File: src/rtl/led_pwm_fader.sv
// PWM LED driver that ramps its duty linearly towards the requested on/off level.
// Built from a free-running PWM counter, a free-running step timer and a 4-state ramp FSM.
module led_pwm_fader #(
    parameter int PWM_BITS        = 8,
    parameter int MAX_DUTY        = 255,
    parameter int STEP_DIV        = 49020,
    parameter bit LED_ACTIVE_HIGH = 1'b1
) (
    input  logic                sys_clk,
    input  logic                sys_rst,
    input  logic                led_req,
    input  logic                fade_en,
    output logic                led_out,
    output logic [PWM_BITS-1:0] duty,
    output logic                busy
);

    localparam int STEP_W = (STEP_DIV > 1) ? $clog2(STEP_DIV) : 1;
    localparam logic [PWM_BITS-1:0] DUTY_MAX  = PWM_BITS'(MAX_DUTY);
    localparam logic [PWM_BITS-1:0] DUTY_PEN  = PWM_BITS'(MAX_DUTY - 1);
    localparam logic [PWM_BITS-1:0] DUTY_ONE  = PWM_BITS'(1);
    localparam logic [STEP_W-1:0]   STEP_LAST = STEP_W'(STEP_DIV - 1);

    typedef enum logic [1:0] {
        OFF       = 2'd0,
        RAMP_UP   = 2'd1,
        ON        = 2'd2,
        RAMP_DOWN = 2'd3
    } state_t;

    state_t              state;
    logic [PWM_BITS-1:0] pwm_cnt;
    logic [STEP_W-1:0]   step_cnt;
    logic                step_tick;
    logic                led_on;

    assign step_tick = (step_cnt == STEP_LAST);

    // All-ones duty is forced fully on; otherwise the compare would leave one dark clock per period.
    assign led_on = (duty == '1) || (pwm_cnt < duty);

    // NOTE: sequential state uses non-blocking assignments so every register samples pre-edge values.
    always_ff @(posedge sys_clk or posedge sys_rst) begin
        if (sys_rst) begin
            pwm_cnt  <= '0;
            step_cnt <= '0;
        end else begin
            pwm_cnt  <= pwm_cnt + 1'b1;
            step_cnt <= step_tick ? '0 : step_cnt + 1'b1;
        end
    end

    always_ff @(posedge sys_clk or posedge sys_rst) begin
        if (sys_rst) begin
            led_out <= ~LED_ACTIVE_HIGH;
        end else begin
            led_out <= LED_ACTIVE_HIGH ? led_on : ~led_on;
        end
    end

    // Direction changes take priority over a coincident step so duty never jumps on reversal.
    always_ff @(posedge sys_clk or posedge sys_rst) begin
        if (sys_rst) begin
            state <= OFF;
            duty  <= '0;
            busy  <= 1'b0;
        end else if (!fade_en) begin
            state <= led_req ? ON : OFF;
            duty  <= led_req ? DUTY_MAX : '0;
            busy  <= 1'b0;
        end else begin
            case (state)
                OFF: begin
                    duty <= '0;
                    if (led_req) begin
                        state <= RAMP_UP;
                        busy  <= 1'b1;
                    end
                end
                RAMP_UP: begin
                    if (!led_req) begin
                        state <= RAMP_DOWN;
                        busy  <= 1'b1;
                    end else if (duty >= DUTY_MAX) begin
                        state <= ON;
                        duty  <= DUTY_MAX;
                        busy  <= 1'b0;
                    end else if (step_tick) begin
                        duty <= duty + 1'b1;
                        if (duty == DUTY_PEN) begin
                            state <= ON;
                            busy  <= 1'b0;
                        end
                    end
                end
                ON: begin
                    duty <= DUTY_MAX;
                    if (!led_req) begin
                        state <= RAMP_DOWN;
                        busy  <= 1'b1;
                    end
                end
                RAMP_DOWN: begin
                    if (led_req) begin
                        state <= RAMP_UP;
                        busy  <= 1'b1;
                    end else if (duty == '0) begin
                        state <= OFF;
                        busy  <= 1'b0;
                    end else if (step_tick) begin
                        duty <= duty - 1'b1;
                        if (duty == DUTY_ONE) begin
                            state <= OFF;
                            busy  <= 1'b0;
                        end
                    end
                end
                default: begin
                    state <= OFF;
                    duty  <= '0;
                    busy  <= 1'b0;
                end
            endcase
        end
    end

endmodule

File: config.mk
export PLATFORM = sky130hd
export DESIGN_NAME = led_pwm_fader
export DESIGN_NICKNAME = d
export VERILOG_FILES = /design/src/rtl/led_pwm_fader.sv
export SDC_FILE = /design/constraint.sdc
export NUM_CORES = 1
export LEC_CHECK = 0
export CAP_MARGIN = 10
export CORE_MARGIN = 2
export CORE_UTILIZATION = 50
export CTS_CLUSTER_DIAMETER = 150
export DETAILED_ROUTE_END_ITERATION = 7
export GPL_ROUTABILITY_DRIVEN = 1
export PLACE_DENSITY = 0.69
export RECOVER_POWER = 50
export SETUP_SLACK_MARGIN = 0.4
export SLEW_MARGIN = 20
export SYNTH_ARGS = -nofsm -noshare
export SYNTH_HDL_FRONTEND = slang
export SYNTH_SLANG_ARGS = --single-unit
File: constraint.sdc
create_clock -name sys_clk -period 3.9 [get_ports sys_clk]
set_clock_uncertainty 0.2 [all_clocks]
set_input_delay 0.585 -clock sys_clk [delete_from_list [all_inputs] [get_ports sys_clk]]
set_output_delay 0.585 -clock sys_clk [all_outputs]
set_load 0.01 [all_outputs]
# == Word-level counts from Yosys, hierarchy flattened ==
# Index checks and enable logic that the tools add are counted.
# totals
regBits,36
input_bits,4
elab_cells,70
# classes
n_addsub,4
n_lt_le_gt_ge,2
eq_ne,18
n_mux,35
n_reduce_logical,5
# op_table
op,n
$mux 8,8
$pmux 8 s4,1
$mux 2,12
$ne 5x5->1 const B,4
$ne 3x3->1 const B,6
$add 16x1->16 const B,1
$add 8x1->8 const B,2
$eq 16x16->1 const B,1
$eq 8x8->1 const B,2
$mux 16,1
$mux 1,11
$eq 8x1->1 const B,1
$ge 8x8->1 const B,1
$logic_not 8->1,1
$lt 8x8->1,1
$pmux 2 s4,1
$sub 8x1->8 const B,1
$reduce_and 6->1,1
$reduce_and 5->1,1
$eq 2x2->1 const B,2
$ne 4x4->1 const B,1
$pmux 1 s4,1
$eq 2x1->1 const B,1
$logic_not 2->1,1
$logic_or 1x1->1,1

# == Depth between registers and ports, before layout ==
# depth
depth_word,7
mapped_depth,9
ltp_nobuf,8

# == Worst setup path after synthesis ==
# OpenSTA, ideal clock, no wires.
# synth_path
path_kind,reg2reg
from,reg duty[2]
to,reg duty[6]
setup_ps,122
arrival_ps,1998
required_time_ps,3578
slack_ps,1580
stages_incl_launch_ff,8
synth_period_minus_slack_ps,2320
path_cell_list,dfrtp_1 > buf_2 > or4_4 > nor3_2 > and4_1 > o21a_4 > nor2_2 > a32o_1
# synth_between
elab_chain_cells,6
word_cells_on_any_way,15
cone_classes,2 x add/sub; 1 x order compare; 2 x eq/ne; 8 x mux; 2 x reduce/logical
# synth_lines
item,line_no,text
"start, declared",14,"output logic [PWM_BITS-1:0] duty,"
"start signal, assigned",69,duty <= led_req ? DUTY_MAX : '0;
"start signal, assigned",89,duty <= duty + 1'b1;
"start signal, assigned",111,duty <= duty - 1'b1;
$sub 8x1->8 / $add 8x1->8 (equally long branches),"111, 89",
"$mux 8, on equally long branches","110, 88",
"$mux 8, on equally long branches","107, 84",
"$mux 8, on equally long branches","104, 81",
$pmux 8 s4,72,case (state)
$mux 8,67,end else if (!fade_en) begin
# Several ways; a longest one is shown, not always the timed one. The select of a mux whose other input is x is not followed.
# A chain may end at the register's enable or synchronous reset.

==> results.txt <==
The combinational share of power came out at 0.441. The die area came out at 0.00523 mm2. The H-tree level count is 2. The worst setup path is launched from an input pin. The share of cells above drive strength 1 came out at 0.0775. Setup violations remaining at the end of the flow were counted as 0. The analysis attributes to cell leakage a power of 1.18 nW. The total I/O pin count came out at 14. In this run the worst path has a maximum fanout of 36.

Yosys mapped the design onto 46 distinct sky130hd cell types. Dividing the detail-routed wire length by the instance count gives 15.0 um. The achievable clock frequency came out at ~0.37 GHz.

The placed wire-length estimate after detailed placement came out at 3.47 mm. Clock-pin slew was measured on the worst setup and hold paths at roughly 0.08 ns. The share of async-settable or async-resettable flops after synthesis came out at 1.00. The summed negative setup slack over all endpoints is 0 ns.

The share of the cycle needed by the critical path after routing came out at 0.700. Counting flops with a built-in enable in the synthesized netlist gives 0. The data required time at the worst endpoint is 3.72 ns.

The most used flip-flop cell after synthesis is sky130_fd_sc_hd__dfrtp_1. The power density over cell area is 597 mW/mm2. Max-cap violations in this run came to 1. The routed via count came out at about 1800.

The number of nets at the end of the flow is 292. The internal power of the cells totals 0.933 mW. The critical path is of the input pin to asynchronous set/reset pin type. CTS saw 36 sinks. The count of final max-slew check failures came out at 37. The part of the power in the clock network came out at 0.209.

The total wire length after detailed routing is 4.83 mm. The hold violation total from the final report came out at 0. Total power for the finished layout comes to 1.56 mW. The tree is rooted in a sky130_fd_sc_hd__clkbuf_8. The number of clock buffers inserted by TritonCTS is 5.

The worst pin sits at a relative slew slack of -0.282. The clock insertion delay at the later pin of the skew report is 0.28 ns. The initialized floorplan defines 24 standard-cell rows. Yosys attributes the largest share of cell area to sky130_fd_sc_hd__dfrtp_1 39%, sky130_fd_sc_hd__ha_1 9.7%, sky130_fd_sc_hd__nor2_1 6.0%, sky130_fd_sc_hd__xnor2_1 4.5%, sky130_fd_sc_hd__xor2_1 4.1%. The core area is 0.00441 mm2. The synthesized netlist net count came out at 280. The number of instances resized during post-cts repair came out at 0. The proportion of synthesized chip area in sequential cells came out at 0.386.

The largest net degree at the start of global routing is 37. Relative to the synthesized area, the layout overhead comes to 11.9%. The mapped netlist covers 0.00233 mm2. From left edge to right edge, the die measures around 72 um. The arrival time of data at the critical path endpoint came out at between 2 and 3 ns. Synthesis inferred 36 register bits. The global router's overall resource usage came out at 0.210. The initial DRC count came out at 128.

The count of input and output buffers is 13. Yosys printed 0 warnings. TritonCTS built the clock tree. The first detailed-routing pass took 4 iterations. The initial cell density of the core came out at 0.528. The overall overflow remaining after global route came out at 0. The number of standard cells after synthesis came out at between 200 and 300. The checks that failed: max-capacitance violations, max-slew violations. The flow ran to the end, but the final reports show violations. The via count of the first global-routing pass is between 1500 and 2000. The first-pass GRT wire length came out at 8.49 mm. The clock passes through at most 2 buffers. Setup repair after global routing left no endpoint under its margin. The post-route DRC violation count came out at 0. In this run the power spent charging and discharging nets is between 0.6 and 0.7 mW. The number of buffers inserted for hold repair after clock tree synthesis came out at 0. The largest total area in the synthesized netlist belongs to sky130_fd_sc_hd__dfrtp_1. The average size of a mapped cell is 9.04 um2. In the routed layout, each cell is associated on average with a via count of 5.62. The worst hold path belongs to the class flop to flop. From bottom edge to top edge, the die measures a little over 70 um.

The switching share of power is 0.401. The fill cell total of the finished layout is 373. For the finished layout, the period the worst path requires is 2.73 ns. The number of antenna diodes in the final layout is 0.

The area share of the largest cell type after synthesis came out at 0.386. The number of antenna violations at the first check in global routing came out at 0. The sequential group share of total power is 0.350. The measured slew at the worst slew-check pin is roughly 1.9 ns. The worst setup path is captured at an asynchronous set/reset pin.

VDD sags by at most 393 uV. The weighted congestion at the end of routability-driven global placement came out at 0.879. The setup fix buffers added after clock tree synthesis is 0. The final antenna-violating net count is 0.
-- power groups by stage --
stage / Clock [mW] / Sequential (mW) / Combinational (mW)
after floorplan: 0 / 0.506 / 0.513
after global placement: 0 / 0.550 / 0.681
after detailed placement: 0 / 0.552 / 0.680
after CTS: 0.336 / 0.543 / 0.688
after global routing: 0.354 / 0.559 / 0.774
final: 0.326 / 0.545 / 0.687
-- per-layer routing --
metal	GRT usage	part of all wire
met1	0.314	0.50
met2	0.302	0.45
met5	0	0
met4	0.0797	0.016
met3	0.0375	0.041
-- through the flow --
stage | area (um2) | hold WS [ns] | utilization | instances | setup slack (ns)
4_1_cts | 2610 | 0.277 | 0.592 | 323 | 1.33
2_1_floorplan | 2330 | 0.235 | - | 258 | 1.58
3_5_place_dp | 2500 | 0.264 | 0.567 | 315 | 1.21
5_1_grt | 2610 | 0.306 | 0.591 | 323 | 0.744
3_3_place_gp | 2500 | 0.265 | 0.567 | 315 | 1.23
6_report | 2610 | 0.271 | 0.591 | 323 | 1.17
-- worst paths after layout --
kind,depth (start not counted),from,slack [ns],to
setup / recovery,3,sys_rst,1.17,duty[0]
setup reg to reg,7,duty[0],1.32,duty[7]
min in group asynchronous,3,sys_rst,1.22,step_cnt[13]
hold / removal,1,pwm_cnt[0],0.27,pwm_cnt[0]
max in group sys_clk,7,duty[0],1.32,duty[7]
hold reg to reg,1,pwm_cnt[0],0.27,pwm_cnt[0]
-- cell type report --
cell class / instances / area (um2) / share of cell area
tap: 52 / 65.1 / 0.0249
multi-input combinational: 194 / 1320 / 0.507
timing repair buffer: 15 / 141 / 0.0542
inverter: 18 / 67.6 / 0.0259
sequential: 36 / 901 / 0.345
clock inverter: 3 / 42.5 / 0.0163
clock buffer: 5 / 68.8 / 0.0264
-- sequential cells by signal, indices dropped and copies added (netlist names) --
signal and cells:
busy 1, duty 8, led_out 1, pwm_cnt 8, state 2, step_cnt 16
-- kinds of logic (layout without fill, tap and decap cells) --
logic type	Yosys count	in the layout	share of synthesized area
flip-flops	36	36	0.386
buffers and inverters	28	41	0.0461
adder cells (fa/ha/maj)	18	18	0.0966
multiplexers	5	5	0.0225
XOR/XNOR	23	23	0.0864
AO/OA/AOI/OAI	50	50	0.152
AND/OR/NAND/NOR	98	98	0.210
-- worst max-delay path: stages --
cell	delay (ns)
sky130_fd_sc_hd__dlygate4sd3_1	0.53
sky130_fd_sc_hd__inv_1	0.05
sky130_fd_sc_hd__clkbuf_1	1.37
-- layout by cell type (no fill, tap or decap), types with 7 or more instances in the layout --
cell | netlist | final
sky130_fd_sc_hd__a21oi_1 | 10 | 10
sky130_fd_sc_hd__clkdlybuf4s50_1 | 0 | 12
sky130_fd_sc_hd__dfrtp_1 | 36 | 36
sky130_fd_sc_hd__ha_1 | 18 | 18
sky130_fd_sc_hd__inv_1 | 18 | 18
sky130_fd_sc_hd__nand2_1 | 17 | 17
sky130_fd_sc_hd__nand3_1 | 15 | 15
sky130_fd_sc_hd__nand4_1 | 7 | 7
sky130_fd_sc_hd__nor2_1 | 37 | 37
sky130_fd_sc_hd__o21ai_0 | 9 | 9
sky130_fd_sc_hd__xnor2_1 | 12 | 12
sky130_fd_sc_hd__xor2_1 | 11 | 11
-- cells in the mapped netlist, drive strengths merged (2+ instances only) --
library cell and instances:
nand2 18, nor2b 3, inv 18, or3 2
clkbuf 8, o21ai 11, nand3 15, dfrtp 36
ha 18, a31oi 4, a21oi 10, nor3 4
mux2 2, a22o 2, mux2i 3, nor4 3
a21o 5, nand4 7, o211ai 3, and3 3
buf 2, a32oi 2, xor2 11, nor2 38
a221oi 3, a211oi 3, xnor2 12
Power figures use the tool's default switching activity.
